## config.mk

```make
export PLATFORM = sky130hd
export DESIGN_NAME = alu_pipe
export DESIGN_NICKNAME = d
export VERILOG_FILES = /design/src/rtl/alu_pkg.sv /design/src/rtl/alu_mul_seq.sv /design/src/rtl/alu_pipe.sv
export SDC_FILE = /design/constraint.sdc
export NUM_CORES = 1
export LEC_CHECK = 0
export CELL_PAD_IN_SITES_DETAIL_PLACEMENT = 1
export CELL_PAD_IN_SITES_GLOBAL_PLACEMENT = 2
export CORE_AREA = 2 2 138 140
export DETAILED_ROUTE_END_ITERATION = 6
export DIE_AREA = 0 0 140 142
export HOLD_SLACK_MARGIN = 0.03
export PLACE_DENSITY = 0.8
export SETUP_SLACK_MARGIN = 0.15
export SLEW_MARGIN = 20
export SYNTH_ARGS = -nofsm -noshare
export SYNTH_HDL_FRONTEND = slang
export SYNTH_HIERARCHICAL = 1
export SYNTH_SLANG_ARGS = --single-unit
export TNS_END_PERCENT = 1
```

## constraint.sdc

```tcl
create_clock -name clk -period 3.1 [get_ports clk]
set_input_delay 0.62 -clock clk [delete_from_list [all_inputs] [get_ports clk]]
set_output_delay 0.62 -clock clk [all_outputs]
set_load 0.02 [all_outputs]
```

## src/rtl/alu_pkg.sv

```systemverilog
// Shared definitions for the pipelined ALU: op encodings, FSM states and flag bit positions.
// Pure declarations: no latency, no backpressure.
package alu_pkg;

    typedef enum logic [3:0] {
        OP_ADD  = 4'd0,
        OP_SUB  = 4'd1,
        OP_MUL  = 4'd2,
        OP_SLT  = 4'd3,
        OP_AND  = 4'd4,
        OP_OR   = 4'd5,
        OP_XOR  = 4'd6,
        OP_SLL  = 4'd7,
        OP_SRL  = 4'd8,
        OP_SRA  = 4'd9,
        OP_SLTU = 4'd10
    } alu_op_e;

    typedef enum logic [1:0] {
        IDLE     = 2'd0,
        MUL_BUSY = 2'd1,
        OUT_HOLD = 2'd2
    } alu_state_e;

    localparam int FLAG_ZERO  = 0;
    localparam int FLAG_CARRY = 1;
    localparam int FLAG_OVF   = 2;
    localparam int FLAG_ERR   = 3;

    function automatic logic [3:0] mk_flags(input logic err, input logic ovf,
                                            input logic carry, input logic zero);
        logic [3:0] f;
        f             = '0;
        f[FLAG_ERR]   = err;
        f[FLAG_OVF]   = ovf;
        f[FLAG_CARRY] = carry;
        f[FLAG_ZERO]  = zero;
        return f;
    endfunction

endpackage

```

## src/rtl/alu_mul_seq.sv

```systemverilog
// Unsigned shift-add multiplier, one partial product per cycle; done pulses on the last iteration
// with prod valid in that same cycle (ITERS cycles after start). No backpressure: caller must consume on done.
module alu_mul_seq #(
    parameter int WORD_SIZE = 8,
    parameter int ITERS     = WORD_SIZE
) (
    input  logic                   clk,
    input  logic                   rst_n,
    input  logic                   start,
    input  logic [WORD_SIZE-1:0]   a,
    input  logic [WORD_SIZE-1:0]   b,
    output logic                   busy,
    output logic                   done,
    output logic [2*WORD_SIZE-1:0] prod
);
    localparam int CW = $clog2(ITERS) + 1;

    logic [2*WORD_SIZE-1:0] mcand;
    logic [2*WORD_SIZE-1:0] acc;
    logic [2*WORD_SIZE-1:0] acc_nxt;
    logic [WORD_SIZE-1:0]   mplier;
    logic [CW-1:0]          cnt;

    assign acc_nxt = acc + (mplier[0] ? mcand : '0);
    // prod is the accumulator as it will be after this cycle's step, so the
    // final product is available combinationally alongside done.
    assign done    = busy && (cnt == CW'(ITERS - 1));
    assign prod    = acc_nxt;

    always_ff @(posedge clk or negedge rst_n) begin
        if (!rst_n) begin
            mcand  <= '0;
            acc    <= '0;
            mplier <= '0;
            cnt    <= '0;
            busy   <= 1'b0;
        end else if (start) begin
            mcand  <= {{WORD_SIZE{1'b0}}, a};
            acc    <= '0;
            mplier <= b;
            cnt    <= '0;
            busy   <= 1'b1;
        end else if (busy) begin
            acc    <= acc_nxt;
            mcand  <= mcand << 1;
            mplier <= mplier >> 1;
            cnt    <= cnt + CW'(1);
            if (done) begin
                busy <= 1'b0;
            end
        end
    end

endmodule

```

## src/rtl/alu_pipe.sv

```systemverilog
// Valid/ready ALU: single-cycle ops land in the output registers on accept (latency 1), MUL iterates WORD_SIZE cycles (latency WORD_SIZE+1).
// Result is held until out_ready; a drain and a new accept may share a cycle, giving 1 result/cycle for non-MUL ops.
module alu_pipe
    import alu_pkg::*;
#(
    parameter int WORD_SIZE  = 8,
    parameter int MUL_CYCLES = WORD_SIZE
) (
    input  logic                 clk,
    input  logic                 rst_n,
    input  logic                 in_valid,
    output logic                 in_ready,
    input  logic [3:0]           op,
    input  logic [WORD_SIZE-1:0] in1,
    input  logic [WORD_SIZE-1:0] in2,
    output logic                 out_valid,
    input  logic                 out_ready,
    output logic [WORD_SIZE-1:0] out,
    output logic [WORD_SIZE-1:0] out_hi,
    output logic [3:0]           flags
);
    localparam int SHW = $clog2(WORD_SIZE);

    alu_state_e state;

    logic                   accept;
    logic                   mul_start;
    logic                   mul_busy;
    logic                   mul_done;
    logic [2*WORD_SIZE-1:0] mul_prod;
    logic [WORD_SIZE-1:0]   mul_lo;
    logic [WORD_SIZE-1:0]   mul_hi;

    logic [SHW-1:0]         sh;
    logic [WORD_SIZE:0]     sum;
    logic [WORD_SIZE:0]     diff;
    logic [WORD_SIZE-1:0]   alu_res;
    logic                   alu_carry;
    logic                   alu_ovf;
    logic                   alu_err;

    // Gated by rst_n so upstream never sees a ready while the block is held in reset.
    assign in_ready  = rst_n && ((state == IDLE) || ((state == OUT_HOLD) && out_ready));
    assign accept    = in_valid && in_ready;
    assign mul_start = accept && (op == OP_MUL);

    alu_mul_seq #(
        .WORD_SIZE (WORD_SIZE),
        .ITERS     (MUL_CYCLES)
    ) u_mul (
        .clk   (clk),
        .rst_n (rst_n),
        .start (mul_start),
        .a     (in1),
        .b     (in2),
        .busy  (mul_busy),
        .done  (mul_done),
        .prod  (mul_prod)
    );

    assign mul_lo = mul_prod[WORD_SIZE-1:0];
    assign mul_hi = mul_prod[2*WORD_SIZE-1:WORD_SIZE];

    assign sh   = in2[SHW-1:0];
    assign sum  = {1'b0, in1} + {1'b0, in2};
    assign diff = {1'b0, in1} - {1'b0, in2};

    always_comb begin
        alu_res   = '0;
        alu_carry = 1'b0;
        alu_ovf   = 1'b0;
        alu_err   = 1'b0;
        case (op)
            OP_ADD: begin
                alu_res   = sum[WORD_SIZE-1:0];
                alu_carry = sum[WORD_SIZE];
                alu_ovf   = (in1[WORD_SIZE-1] == in2[WORD_SIZE-1]) &&
                            (sum[WORD_SIZE-1] != in1[WORD_SIZE-1]);
            end
            OP_SUB: begin
                alu_res   = diff[WORD_SIZE-1:0];
                alu_carry = diff[WORD_SIZE];
                alu_ovf   = (in1[WORD_SIZE-1] != in2[WORD_SIZE-1]) &&
                            (diff[WORD_SIZE-1] != in1[WORD_SIZE-1]);
            end
            OP_MUL:  alu_res    = '0;
            OP_SLT:  alu_res[0] = $signed(in1) < $signed(in2);
            OP_SLTU: alu_res[0] = in1 < in2;
            OP_AND:  alu_res    = in1 & in2;
            OP_OR:   alu_res    = in1 | in2;
            OP_XOR:  alu_res    = in1 ^ in2;
            OP_SLL:  alu_res    = in1 << sh;
            OP_SRL:  alu_res    = in1 >> sh;
            OP_SRA:  alu_res    = $signed(in1) >>> sh;
            default: alu_err    = 1'b1;
        endcase
    end

    always_ff @(posedge clk or negedge rst_n) begin
        if (!rst_n) begin
            state     <= IDLE;
            out_valid <= 1'b0;
            out       <= '0;
            out_hi    <= '0;
            flags     <= '0;
        end else begin
            case (state)
                IDLE, OUT_HOLD: begin
                    if (accept) begin
                        if (op == OP_MUL) begin
                            state     <= MUL_BUSY;
                            out_valid <= 1'b0;
                        end else begin
                            state     <= OUT_HOLD;
                            out_valid <= 1'b1;
                            out       <= alu_res;
                            out_hi    <= '0;
                            flags     <= mk_flags(alu_err, alu_ovf, alu_carry, alu_res == '0);
                        end
                    end else if ((state == OUT_HOLD) && out_ready) begin
                        state     <= IDLE;
                        out_valid <= 1'b0;
                    end
                end
                MUL_BUSY: begin
                    if (mul_done) begin
                        state     <= OUT_HOLD;
                        out_valid <= 1'b1;
                        out       <= mul_lo;
                        out_hi    <= mul_hi;
                        flags     <= mk_flags(1'b0, mul_hi != '0, 1'b0, mul_prod == '0);
                    end else if (!mul_busy) begin
                        state <= IDLE;
                    end
                end
                default: begin
                    state     <= IDLE;
                    out_valid <= 1'b0;
                end
            endcase
        end
    end

endmodule

```

# Yosys cells after proc, flatten, opt, wreduce, memory -nomap -nowiden
# Index checks and enable logic that the tools add are counted.
# word_totals
out_inout_bits	22
elab_cells	104
reg_bits	68
# op_classes
magnitude_cmp	2
n_bitwise	3
n_addsub	4
eq_ne	22
n_mux	40
n_shift	3
n_reduce_logical	20
# ops
operator	n
$mux W16	5
$mux W8	8
$pmux W7 S8	1
$pmux W8 S2	2
$eq A4 B3 Y1 const B	5
$mux W4	5
$add A16 B16 Y16	1
$logic_not A16 Y1	1
$lt A8 B8 Y1	2
$eq A4 B4 Y1 const B	3
$mux W2	5
$pmux W1 S10	1
$reduce_or A10 Y1	1
$add A8 B8 Y9	1
$sub A8 B8 Y9	1
$and A8 B8 Y8	1
$eq A4 B2 Y1 const B	2
$logic_not A8 Y1	1
$mux W1	8
$or A8 B8 Y8	1
$pmux W4 S2	1
$reduce_bool A8 Y1	1
$shl A8 B3 Y8	1
$shr A8 B3 Y8	1
other kinds (20)	35

# Longest topological paths before layout
# Gate-level depths: netlist (run 1).
# depth
ltp_word	7
depth_mapped	16
depth_no_buf	15

# Hierarchy
# The synthesis (run 1) kept the hierarchy.
# by_module_without_submodules
module	seq_area_each_um2	cells_each	n_inst	area_per_inst_um2
alu_pipe	575.6	380	1	3030.4
alu_mul_seq	1126.1	288	1	2766.4

# Least setup slack after synthesis (run 1)
# Ideal clock, no wire load.
# synth_timing
path_type	register -> register
start	reg u_mul.mplier[0]
end	reg flags[0]
arrival_ns	2.927
path_slack_ns	0.081
stages_incl_launch_ff	16
synth_period_minus_slack_ns	3.019
n_path_buf	0
path_cell_list	dfrtp_1 and2_1 ha_1 fa_1 a21o_1 a221o_1 and3_4 nor3_2 o21bai_1 xor2_1 nor4_1 and3_1 nand3_1 nor2_1 a21oi_1 o31ai_2
# synth_between
elab_chain_len	5
# synth_rtl
item	line	source
start: declaration	alu_mul_seq.sv:21	logic [WORD_SIZE-1:0] mplier;
start signal: assignment	alu_mul_seq.sv:46	mplier <= mplier >> 1;
$mux W16	alu_mul_seq.sv:24	assign acc_nxt = acc + (mplier[0] ? mcand : '0);
$add A16 B16 Y16	alu_mul_seq.sv:24	
named net mul_prod[14]	alu_pipe.sv:30	logic [2*WORD_SIZE-1:0] mul_prod;
$logic_not A16 Y1	alu_pipe.sv:131	flags <= mk_flags(1'b0, mul_hi != '0, 1'b0, mul_prod == '0);
$mux W4	alu_pipe.sv:126	if (mul_done) begin
$pmux W4 S2	alu_pipe.sv:107	case (state)
end signal: assignment	alu_pipe.sv:118	flags <= mk_flags(alu_err, alu_ovf, alu_carry, alu_res == '0);
end signal: assignment	alu_pipe.sv:131	
end: declaration	alu_pipe.sv:20	output logic [3:0] flags
# The timed path passes the listed nets, and every way through them passes these cells. The select of a mux whose other input is x is not followed.
# A chain may end at the register's enable or synchronous reset.

# Worst setup path after layout (run 1)
# layout_timing
start	reg u_mul.mplier[0]
end	reg flags[2]
# layout_between
elab_chain_len	5
# layout_rtl
item	line
$mux W16	alu_mul_seq.sv:24
$add A16 B16 Y16	alu_mul_seq.sv:24
named net mul_prod[14]	alu_pipe.sv:30
$reduce_bool A8 Y1	alu_pipe.sv:131
$mux W4	alu_pipe.sv:126
$pmux W4 S2	alu_pipe.sv:107
# The timed path passes the listed nets, and every way through them passes these cells. The select of a mux whose other input is x is not followed.

==> results by group, run 1 <==
Synth
  • Post-Syn Nets: 737
  • Post-synth EDFFs: 0
  • Proportion of synthesized area in mux cells: 0.1064
  • Post-synthesis sequential area ratio: 0.2935
  • Async S/R FF share, synth: 1.000
  • Netlist cell types: slightly below 80
  • Largest cells by area after synthesis: dfrtp_1 29%, ha_1 9.1%, mux2i_1 8.1%
  • Count leader, synth: dfrtp_1
  • Fraction of the mapped netlist area in simple logic gates: 0.1953
  • Top FF cell, synth: dfrtp_1
  • Yosys top cell area share: 0.2935
  • Syn Area/Cell: 8.678 um^2
  • Top post-synthesis cells by count: 68 x dfrtp_1, 64 x nand2_1, 59 x nor2_1
  • Cells after Synth: 668
  • Post-synthesis compound-gate area fraction: 0.2178
  • Seq cells post-synth: about 70
  • Area share of fa/ha/maj cells after synthesis: 0.1010
  • Largest family of logic cells by synthesized area: compound AO/OA/AOI/OAI gates
  • Cell accounting for the most synthesized area: dfrtp_1
  • Synth Cell Area: about 5800 um^2
  • Syn. warnings: 6
  • XOR/XNOR share of the synthesized area: 0.03475

STA
  • Slew margin rel.: 0.4903
  • # setup viols final: 2
  • Worst setup margin: -0.1226 ns
  • Clock Skews: 0.005931 ns
  • Fmax: between 300 and 400 MHz
  • Fin. max-slew vios: 0
  • Period utilization: 1.040
  • Min Tclk post-route: 3.223 ns
  • Final Hold Fails: 0
  • Worst-Margin Slew: 0.7646 ns
  • RSZ-0062 raised after global routing: yes

Cells and area
  • Final #Nets: 855
  • Diode count: 0
  • Layout overhead on the synthesized area: 31.36%
  • Multi-input gate area: 3940 um^2
  • FF/Latch Area: 1703 um^2
  • Share of layout cells above drive strength 1: 0.2137
  • Fill cells: 2152
  • Post-layout util: 0.4126
  • Final non-filler cell area: around 7600 um^2

Die
  • Die area: 19880 um^2
  • CORE AREA: between 15000 and 20000 um^2
  • Io pins: 46
  • Die extent in y: 142 um
  • Initial Util: 0.3141
  • # rows: 50
  • Die X-Extent: roughly 140 um

Clock network
  • CTS tree: done
  • Clock Tree Root: clkbuf_16
  • Max Root-Sink Buffers: 2
  • Clock Latency Late Sink: 0.33 ns
  • Clock transition at the registers of the reported paths: about 0.060 ns
  • CTS buffer count: 9
  • CTS sink count: slightly below 70
  • H-tree Lvls: 3

Run status
  • Status: finished with violations
  • Failing checks: design-rule violations, negative setup slack

Drt
  • DRT Wirelength: 20.15 mm
  • DR pass1 iterations: 7
  • Via count: roughly 5500
  • Routed WL per cell: 19.66 um
  • DR iter-0 viols: 315
  • Via density: about 5.4
  • DRC viols: 4
  • DRT antenna net count: 0

Setup path
  • R2R Setup Slk: -0.12 ns
  • WS Path Type: flop to flop
  • CP max stage cell: dfrtp_1
  • CP dominant cell by count: buf_4
  • Worst reg2reg path depth: 14
  • Setup crit end kind: flop
  • Worst-path maximum fanout: 4
  • Critical path required time: 3.34 ns
  • WP data arrival: 3.47 ns
  • RR Endpoint: flags[2]
  • Worst path cell trace: and2_4, ha_4, fa_2, a21o_1, a221o_1, and3_4, nor3_4, o21bai_1, xor2_1, nor4_1, and3_2, buf_4, buf_4, o31ai_2
  • Worst R2R Start: u_mul/mplier[0]
  • Max incr delay on CP: 0.41 ns
  • CP Launch Type: flop

Power and ir drop
  • Switching Share: 0.4035
  • Power Internal: between 0.003 and 0.004 W
  • Leakage: around 3.4 nW
  • Comb pwr share: 0.551
  • Part of the power in registers: 0.260
  • Clock network fraction of design power: 0.190
  • VDD IR max: 0.0002601 V
  • Power per cell area: roughly 730 nW/um^2
  • Switch Pwr: between 0.002 and 0.0025 W

Global route
  • Vias in the first global route: 5917
  • Grt ovf: 0
  • Gr usage total: 0.2033
  • First-pass GRT wire length: 32.12 mm
  • Largest net degree at the start of global routing: 59
  • Initial antenna violation count: 0

Hold path
  • Worst min-delay path class: primary input to asynchronous set/reset pin

Placed design
  • GPL Wtd Cong: 0.8896
  • Placed Area: 7139 um^2
  • # port buffers: 45
  • Post-DP HPWL: 15.74 mm

Job
  • Max-cap violations: 0
## worst max-delay path, delay by kind of cell (launching register included)
kind / cells / cell delay [ns]
adder cells (fa/ha/maj): 2 / 0.54
XOR/XNOR: 1 / 0.27
AO/OA/AOI/OAI: 4 / 0.81
flip-flops: 1 / 0.41
AND/OR/NAND/NOR: 5 / 0.85
buffers and inverters: 2 / 0.26
## cells by family (layout without fill, tap and decap cells)
kind of cell | count (synthesis) | in the layout
muxes | 55 | 55
AOI/OAI and AO/OA | 183 | 183
xor gates and xnor gates | 23 | 23
DFF | 68 | 68
adders and majority gates | 45 | 45
and+or+nand+nor | 226 | 226
buffers and inverters | 68 | 191
## worst max path at each step
stage	end	slack (ns)	startpoint
3_5_place_dp	flags[0]	-0.31	in2[0]
6_report	flags[2]	-0.12	u_mul/mplier[0]
5_1_grt	flags[0]	-0.27	u_mul/mplier[0]
4_1_cts	flags[0]	-0.08	u_mul/mplier[0]
3_3_place_gp	flags[0]	-0.20	in2[0]
2_1_floorplan	flags[0]	0.21	u_mul/mplier[0]
## flip-flops by register name, summed over array words and instances (netlist names)
register / cells
u_mul/cnt: 4
out: 8
u_mul/busy: 1
u_mul/mcand: 16
out_valid: 1
out_hi: 8
state: 2
u_mul/mplier: 8
u_mul/acc: 16
flags: 4
## through the flow
step	worst slack [ns]	hold WS [ns]	total power (W)	setup TNS [ns]	cells
after detailed placement	-0.3092	0.4765	0.004337	-1.866	1003
after global placement	-0.2022	0.4633	0.004204	-0.9841	1003
after CTS	-0.07701	0.1717	0.005470	-0.07701	1021
after global routing	-0.2749	0.1856	0.005939	-0.5409	1025
final	-0.1226	0.1742	0.005529	-0.2216	1025
after floorplan	0.2082	0.3244	0.003140	0	668
## cells in the final DEF (no fill, tap or decap), types with 3 or more instances in the layout
master	count
mux2i_1	47
ha_4	3
clkdlybuf4s50_1	41
buf_12	4
o21bai_1	4
a32oi_1	5
nor3_1	7
nand2_1	64
a211oi_1	9
ha_1	37
a211oi_2	3
nor2_1	58
o31ai_2	3
and2_1	20
buf_4	100
nand3_1	17
xnor2_1	8
xor2_1	15
nor2b_1	7
nand2b_1	12
a21oi_1	21
dfrtp_1	67
nor4_1	5
o21a_1	4
a21o_1	14
o21ai_1	12
inv_2	3
a31oi_1	5
o22ai_1	8
o21ai_0	38
a22o_1	6
a221o_1	3
a21oi_2	5
or3_1	3
a22oi_1	4
mux4_2	5
clkbuf_16	9
nor3_2	4
inv_1	23
o211ai_1	9
## power groups by stage
stage                     Sequential [W]  Combinational (W)  Clock, W
after floorplan                  0.00140            0.00174         0
after global placement           0.00141            0.00279         0
after detailed placement         0.00143            0.00290         0
after CTS                        0.00143            0.00297   0.00107
after global routing             0.00148            0.00336   0.00111
final                            0.00144            0.00305   0.00105
## timing repair
action / 4_1_cts / 5_1_grt
hold buffers: 0 / 0
setup endpoints to repair: 5 / 12
buffers inserted: 2 / 4
pin swaps: 4 / 7
resized for setup: 15 / 16
## cell type report
| type | instances | area share |
|---|---|---|
| sequential | 68 | 0.2236 |
| clock inverter | 3 | 0.005915 |
| timing repair buffer | 149 | 0.1676 |
| multi-input combinational | 532 | 0.5174 |
| clock buffer | 13 | 0.03418 |
| tap | 234 | 0.03845 |
| inverter | 26 | 0.01282 |
## metal layers
layer / wire length [um] / share of wire / up-vias / GRT usage
met1: 8997 / 0.45 / 2744 / 0.2497
met3: 517 / 0.026 / 35 / 0.02322
met2: 10130 / 0.50 / 101 / 0.3708
li1: - / - / 2661 / -
met4: 503 / 0.025 / 0 / 0.07018
met5: 0 / 0 / - / 0
(Power assumes the default switching activity.)
==> run 2: changes to the inputs <==
--- a/config.mk
+++ b/config.mk
@@ -12,6 +12,7 @@
 export DIE_AREA = 0 0 140 142
 export HOLD_SLACK_MARGIN = 0.03
 export PLACE_DENSITY = 0.8
+export RECOVER_POWER = 50
 export SETUP_SLACK_MARGIN = 0.15
 export SLEW_MARGIN = 20
 export SYNTH_ARGS = -nofsm -noshare
==> results by group, run 2 (synthesis results as in run 1) <==
Clock network
  • CTS tree: done
  • Post-CTS Hold Buffers: 0 (unchanged)
  • CTS sink count: 68 (unchanged)
  • CTS buffer count: 9 (unchanged)
  • Clock Tree Root: clkbuf_16
  • Clock Latency Late Sink: 0.33 ns (about the same)
  • Max Root-Sink Buffers: 2 (unchanged)
  • H-tree Lvls: 3 (unchanged)
  • Clock transition at the registers of the reported paths: 0.06 ns (about the same)

STA
  • Fin. max-slew vios: 0 (unchanged)
  • Period utilization: 1.040 (about the same)
  • # setup viols final: 2 (unchanged)
  • Worst setup margin: -0.1226 ns (-0.000001000 ns)
  • Fmax: 310.3 MHz (unchanged)
  • Min Hold Slack: 0.3256 ns (+0.1514 ns)
  • Clock Skews: 0.005931 ns (unchanged)
  • Slew margin rel.: 0.009910 (-0.4804)
  • Worst-Margin Slew: 1.485 ns (+0.7206 ns)
  • RSZ-0062 raised after global routing: yes
  • Min Tclk post-route: 3.223 ns (+0.000001000 ns)
  • Final Hold Fails: 0 (unchanged)

Hold path
  • Worst min-delay path class: primary input to asynchronous set/reset pin

Drt
  • Via density: 5.407 (about the same)
  • DRT antenna net count: 0 (unchanged)
  • Routed WL per cell: 19.65 um (about the same)
  • Via count: 5542 (+0.018%)
  • DRT Wirelength: 20.14 mm (about the same)
  • DR pass1 iterations: 7 (unchanged)
  • DRC viols: 4 (unchanged)
  • DR iter-0 viols: 315 (unchanged)

Setup path
  • Worst-path maximum fanout: 4 (unchanged)
  • CP Launch Type: flop
  • Worst reg2reg path depth: 14 (unchanged)
  • Worst R2R Start: u_mul/mplier[0]
  • Setup crit start: u_mul/mplier[0]
  • Critical path required time: 3.34 ns (about the same)
  • Setup crit end kind: flop
  • WP data arrival: 3.47 ns (about the same)
  • WS Path Type: flop to flop

Global route
  • Largest net degree at the start of global routing: 59 (unchanged)
  • First-pass GRT wire length: 32.12 mm (unchanged)
  • Initial antenna violation count: 0 (unchanged)
  • Vias in the first global route: 5917 (unchanged)
  • Grt ovf: 0 (unchanged)
  • Gr usage total: 0.2033 (unchanged)

Cells and area
  • Regs by FF count: u_mul/acc (16), u_mul/mcand (16)
  • Commonest cells after routing, fill and taps aside: 99 x buf_4, 67 x dfrtp_1, 64 x nand2_1
  • Final non-filler cell area: 7611 um^2 (about the same)
  • Final #Nets: 855 (unchanged)
  • FF/Latch Area: 1703 um^2 (unchanged)
  • Layout overhead on the synthesized area: 31.30% (about the same)
  • Diode count: 0 (unchanged)
  • Final Non-Filler Cells: 1025 (unchanged)
  • Fill cells: 2153 (+0.046%)
  • Commonest non-fill, non-tap cell in the layout: buf_4
  • Share of layout cells above drive strength 1: 0.2124 (-0.001264)
  • Multi-input gate area: 3940 um^2 (unchanged)

Die
  • Die area: 19880 um^2 (unchanged)
  • # rows: 50 (unchanged)
  • Io pins: 46 (unchanged)
  • Die extent in y: 142 um (unchanged)
  • Die X-Extent: 140 um (unchanged)
  • CORE AREA: 18460 um^2 (unchanged)
  • Initial Util: 0.3141 (unchanged)

Placed design
  • # port buffers: 45 (unchanged)
  • Placed Area: 7139 um^2 (unchanged)
  • Post-DP HPWL: 15.74 mm (unchanged)
  • Placed Cells: 1003 (unchanged)
  • GPL Wtd Cong: 0.8896 (unchanged)

Run status
  • Failing checks: design-rule violations, negative setup slack
  • Status: finished with violations

Power and ir drop
  • VDD IR max: 0.0002600 V (about the same)
  • Leakage: 3.401 nW (+0.68%)
  • Power per cell area: 725.8 nW/um^2 (about the same)

Job
  • Max-cap violations: 0 (unchanged)
-- run 2: worst max-delay path, stage by stage (launching register included) --
cell	delay, ns
dfrtp_1	0.41
and2_4	0.17
ha_4	0.17
fa_2	0.37
a21o_1	0.19
a221o_1	0.35
and3_4	0.22
nor3_4	0.14
o21bai_1	0.11
xor2_1	0.27
nor4_1	0.07
and3_2	0.25
buf_4	0.14
buf_4	0.12
o31ai_2	0.16
-- run 2: repair_timing --
action / CTS / global route
setup buffers: 2 / 4
gates resized for setup: 15 / 16
setup endpoints to repair: 5 / 12
pin swaps: 4 / 7
cloned: 0 / 0
-- run 2: final timing paths --
path,to,slack (ns)
worst max register to register,flags[2],-0.12
worst min-delay path,out_valid,0.33
worst max-delay path,flags[2],-0.12
worst min register to register,out_hi[4],0.48
min in group clk,out_hi[4],0.48
max in group asynchronous,u_mul/busy,0.81
-- run 2: report_power, final --
part | switching [W] | total, W | internal [W]
sequential | 0.000241 | 0.00144 | 0.00119
combinational | 0.00161 | 0.00304 | 0.00143
clock | 0.000381 | 0.00105 | 0.000667
-- run 2: layout make-up --
type                            instances  area share
Timing Repair Buffer                  149      0.1672
Multi-Input combinational cell        532      0.5177
Inverter                               26     0.01282
Clock buffer                           13     0.03419
Clock inverter                          3    0.005918
Sequential cell                        68      0.2237
Tap cell                              234     0.03847
-- run 2: per-layer routing --
metal	wire, um	part of all wire	track usage
met1	8992	0.45	0.2497
met4	503	0.025	0.07018
met2	10130	0.50	0.3708
met3	516	0.026	0.02322
met5	0	0	0
-- run 2: through the flow --
stage                     setup TNS [ns]  power, W    util  setup slack [ns]
after global placement           -0.9841  0.004204  0.3868           -0.2022
after detailed placement          -1.866  0.004337  0.3868           -0.3092
after global routing             -0.5409  0.005934  0.4124           -0.2749
after CTS                       -0.07701  0.005470  0.4070          -0.07701
after floorplan                        0  0.003140       -            0.2082
final                            -0.2216  0.005524  0.4124           -0.1226
==> run 3: changes to the inputs <==
--- a/config.mk
+++ b/config.mk
@@ -8,6 +8,7 @@
 export CELL_PAD_IN_SITES_DETAIL_PLACEMENT = 1
 export CELL_PAD_IN_SITES_GLOBAL_PLACEMENT = 2
 export CORE_AREA = 2 2 138 140
+export CTS_BUF_LIST = sky130_fd_sc_hd__clkbuf_16
 export DETAILED_ROUTE_END_ITERATION = 6
 export DIE_AREA = 0 0 140 142
 export HOLD_SLACK_MARGIN = 0.03
==> results by group, run 3 (synthesis results as in run 1) <==
Run status
  • Status: finished with violations
  • Failing checks: design-rule violations, max-capacitance violations, negative setup slack

Die
  • Initial Util: 0.3141 (unchanged)
  • Die X-Extent: 140 um (unchanged)
  • # rows: 50 (unchanged)
  • CORE AREA: 18460 um^2 (unchanged)
  • Die area: 19880 um^2 (unchanged)
  • Die extent in y: 142 um (unchanged)
  • Io pins: 46 (unchanged)

STA
  • Final Hold Fails: 0 (unchanged)
  • # setup viols final: 2 (unchanged)
  • Fin. max-slew vios: 0 (unchanged)
  • Worst-Margin Slew: 1.494 ns (+0.008661 ns)
  • Min Tclk post-route: 3.219 ns (-0.003921 ns)
  • Clock Skews: 0.005766 ns (-0.0001648 ns)
  • Worst setup margin: -0.1187 ns (+0.003921 ns)
  • Fmax: 310.7 MHz (+0.12%)
  • Setup TNS: -0.2154 ns (+0.006262 ns)
  • Period utilization: 1.038 (-0.001265)
  • RSZ-0062 raised after global routing: yes
  • Slew margin rel.: 0.004136 (-0.005774)

Setup path
  • R2R Setup Slk: -0.12 ns (about the same)
  • RR Endpoint: flags[2]
  • CP Launch Type: flop
  • WS Path Type: flop to flop
  • Worst path cell trace: and2_4, ha_4, fa_2, a21o_1, a221o_1, and3_4, nor3_4, o21bai_1, xor2_1, nor4_1, and3_2, buf_4, buf_4, o31ai_2
  • CP dominant cell by count: buf_4
  • Worst R2R Start: u_mul/mplier[0]
  • Max incr delay on CP: 0.41 ns (about the same)
  • Critical path required time: 3.34 ns (about the same)
  • WP data arrival: 3.46 ns (about the same)
  • CP max stage cell: dfrtp_1
  • Worst-path maximum fanout: 4 (unchanged)
  • Setup crit end kind: flop
  • Worst reg2reg path depth: 14 (unchanged)

Global route
  • Largest net degree at the start of global routing: 59 (unchanged)
  • First-pass GRT wire length: 32.13 mm (about the same)
  • Grt ovf: 0 (unchanged)
  • Vias in the first global route: 5913 (-0.068%)
  • Initial antenna violation count: 0 (unchanged)
  • Gr usage total: 0.2033 (about the same)

Drt
  • DR iter-0 viols: 349 (+11%)
  • DRC viols: 4 (unchanged)
  • Via count: 5527 (-0.27%)
  • DRT antenna net count: 0 (unchanged)
  • Routed WL per cell: 19.60 um (-0.23%)
  • DRT Wirelength: 20.09 mm (-0.23%)
  • Via density: 5.392 (-0.27%)
  • DR pass1 iterations: 7 (unchanged)

Clock network
  • Clock Tree Root: clkbuf_16
  • H-tree Lvls: 3 (unchanged)
  • CTS sink count: 68 (unchanged)
  • Clock transition at the registers of the reported paths: 0.06 ns (about the same)
  • CTS buffer count: 9 (unchanged)
  • CTS tree: done
  • Clock Latency Late Sink: 0.33 ns (about the same)
  • Max Root-Sink Buffers: 2 (unchanged)

Cells and area
  • Share of layout cells above drive strength 1: 0.2099 (-0.002528)
  • Diode count: 0 (unchanged)
  • Final non-filler cell area: 7591 um^2 (-0.26%)
  • Layout overhead on the synthesized area: 30.95%
  • Post-layout util: 0.4113 (-0.001085)
  • Commonest non-fill, non-tap cell in the layout: buf_4
  • Fill cells: 2154 (+0.046%)
  • Commonest cells after routing, fill and taps aside: 99 x buf_4, 67 x dfrtp_1, 64 x nand2_1
  • Multi-input gate area: 3940 um^2 (unchanged)
  • FF/Latch Area: 1703 um^2 (unchanged)
  • Regs by FF count: u_mul/acc (16), u_mul/mcand (16)
  • Final #Nets: 855 (unchanged)

Placed design
  • # port buffers: 45 (unchanged)
  • GPL Wtd Cong: 0.8896 (unchanged)
  • Post-DP HPWL: 15.74 mm (unchanged)
  • Placed Area: 7139 um^2 (unchanged)

Job
  • Max-cap violations: 1 (+1)

Power and ir drop
  • Leakage: 3.398 nW (about the same)
  • Power per cell area: 720.0 nW/um^2 (-0.80%)
  • VDD IR max: 0.0002576 V (-0.91%)

Hold path
  • Worst min-delay path class: primary input to asynchronous set/reset pin
==> run 3: worst max path at each step <==
stage	start	endpoint	slack (ns)	cells after the start
3_5_place_dp	in2[0]	flags[0]	-0.31	10
2_1_floorplan	u_mul/mplier[0]	flags[0]	0.21	15
5_1_grt	u_mul/mplier[0]	flags[0]	-0.28	16
4_1_cts	u_mul/mplier[0]	flags[0]	-0.08	16
3_3_place_gp	in2[0]	flags[0]	-0.20	10
6_report	u_mul/mplier[0]	flags[2]	-0.12	14
==> run 3: metrics by stage <==
step	std cells	worst slack [ns]	total power (W)	hold slack [ns]
after CTS	1021	-0.07731	0.005411	0.1733
after global routing	1025	-0.2753	0.005878	0.3710
final	1025	-0.1187	0.005466	0.3225
after global placement	1003	-0.2022	0.004204	0.4633
after floorplan	668	0.2082	0.003140	0.3244
after detailed placement	1003	-0.3092	0.004337	0.4765
==> run 3: report_power, final <==
group	switching [W]	internal [W]	total (W)
Sequential	0.000242	0.00119	0.00144
Combinational	0.00161	0.00143	0.00304
Clock	0.000376	0.000611	0.000987
Total	0.00223	0.00324	0.00547
==> run 3: cell type report <==
class	instances	area share
clock buffers	9	0.02967
multi-input cells	532	0.5190
repair buffers	149	0.1676
inverters	26	0.01286
flip-flops and latches	68	0.2243
well taps	234	0.03857
clock inverters	7	0.007912
==> run 3: worst max-delay path, delay by kind of cell (launching register included) <==
kind | cells | cell delay, ns
adder cells (fa/ha/maj) | 2 | 0.54
AND/OR/NAND/NOR | 5 | 0.86
XOR/XNOR | 1 | 0.27
AO/OA/AOI/OAI | 4 | 0.80
buffers and inverters | 2 | 0.26
flip-flops | 1 | 0.41
==> run 3: layer usage <==
layer	wire, um	vias up	global-route usage
met3	466	35	0.02322
met5	0	-	0
met1	8961	2739	0.2505
met4	503	0	0.07018
met2	10160	86	0.3695
li1	-	2667	-
==> run 3: timing repair <==
item | CTS | global route
setup buffers | 2 | 4
pin swaps | 4 | 7
setup endpoints to repair | 5 | 12
resized for setup | 15 | 16
hold buffers | 0 | 0
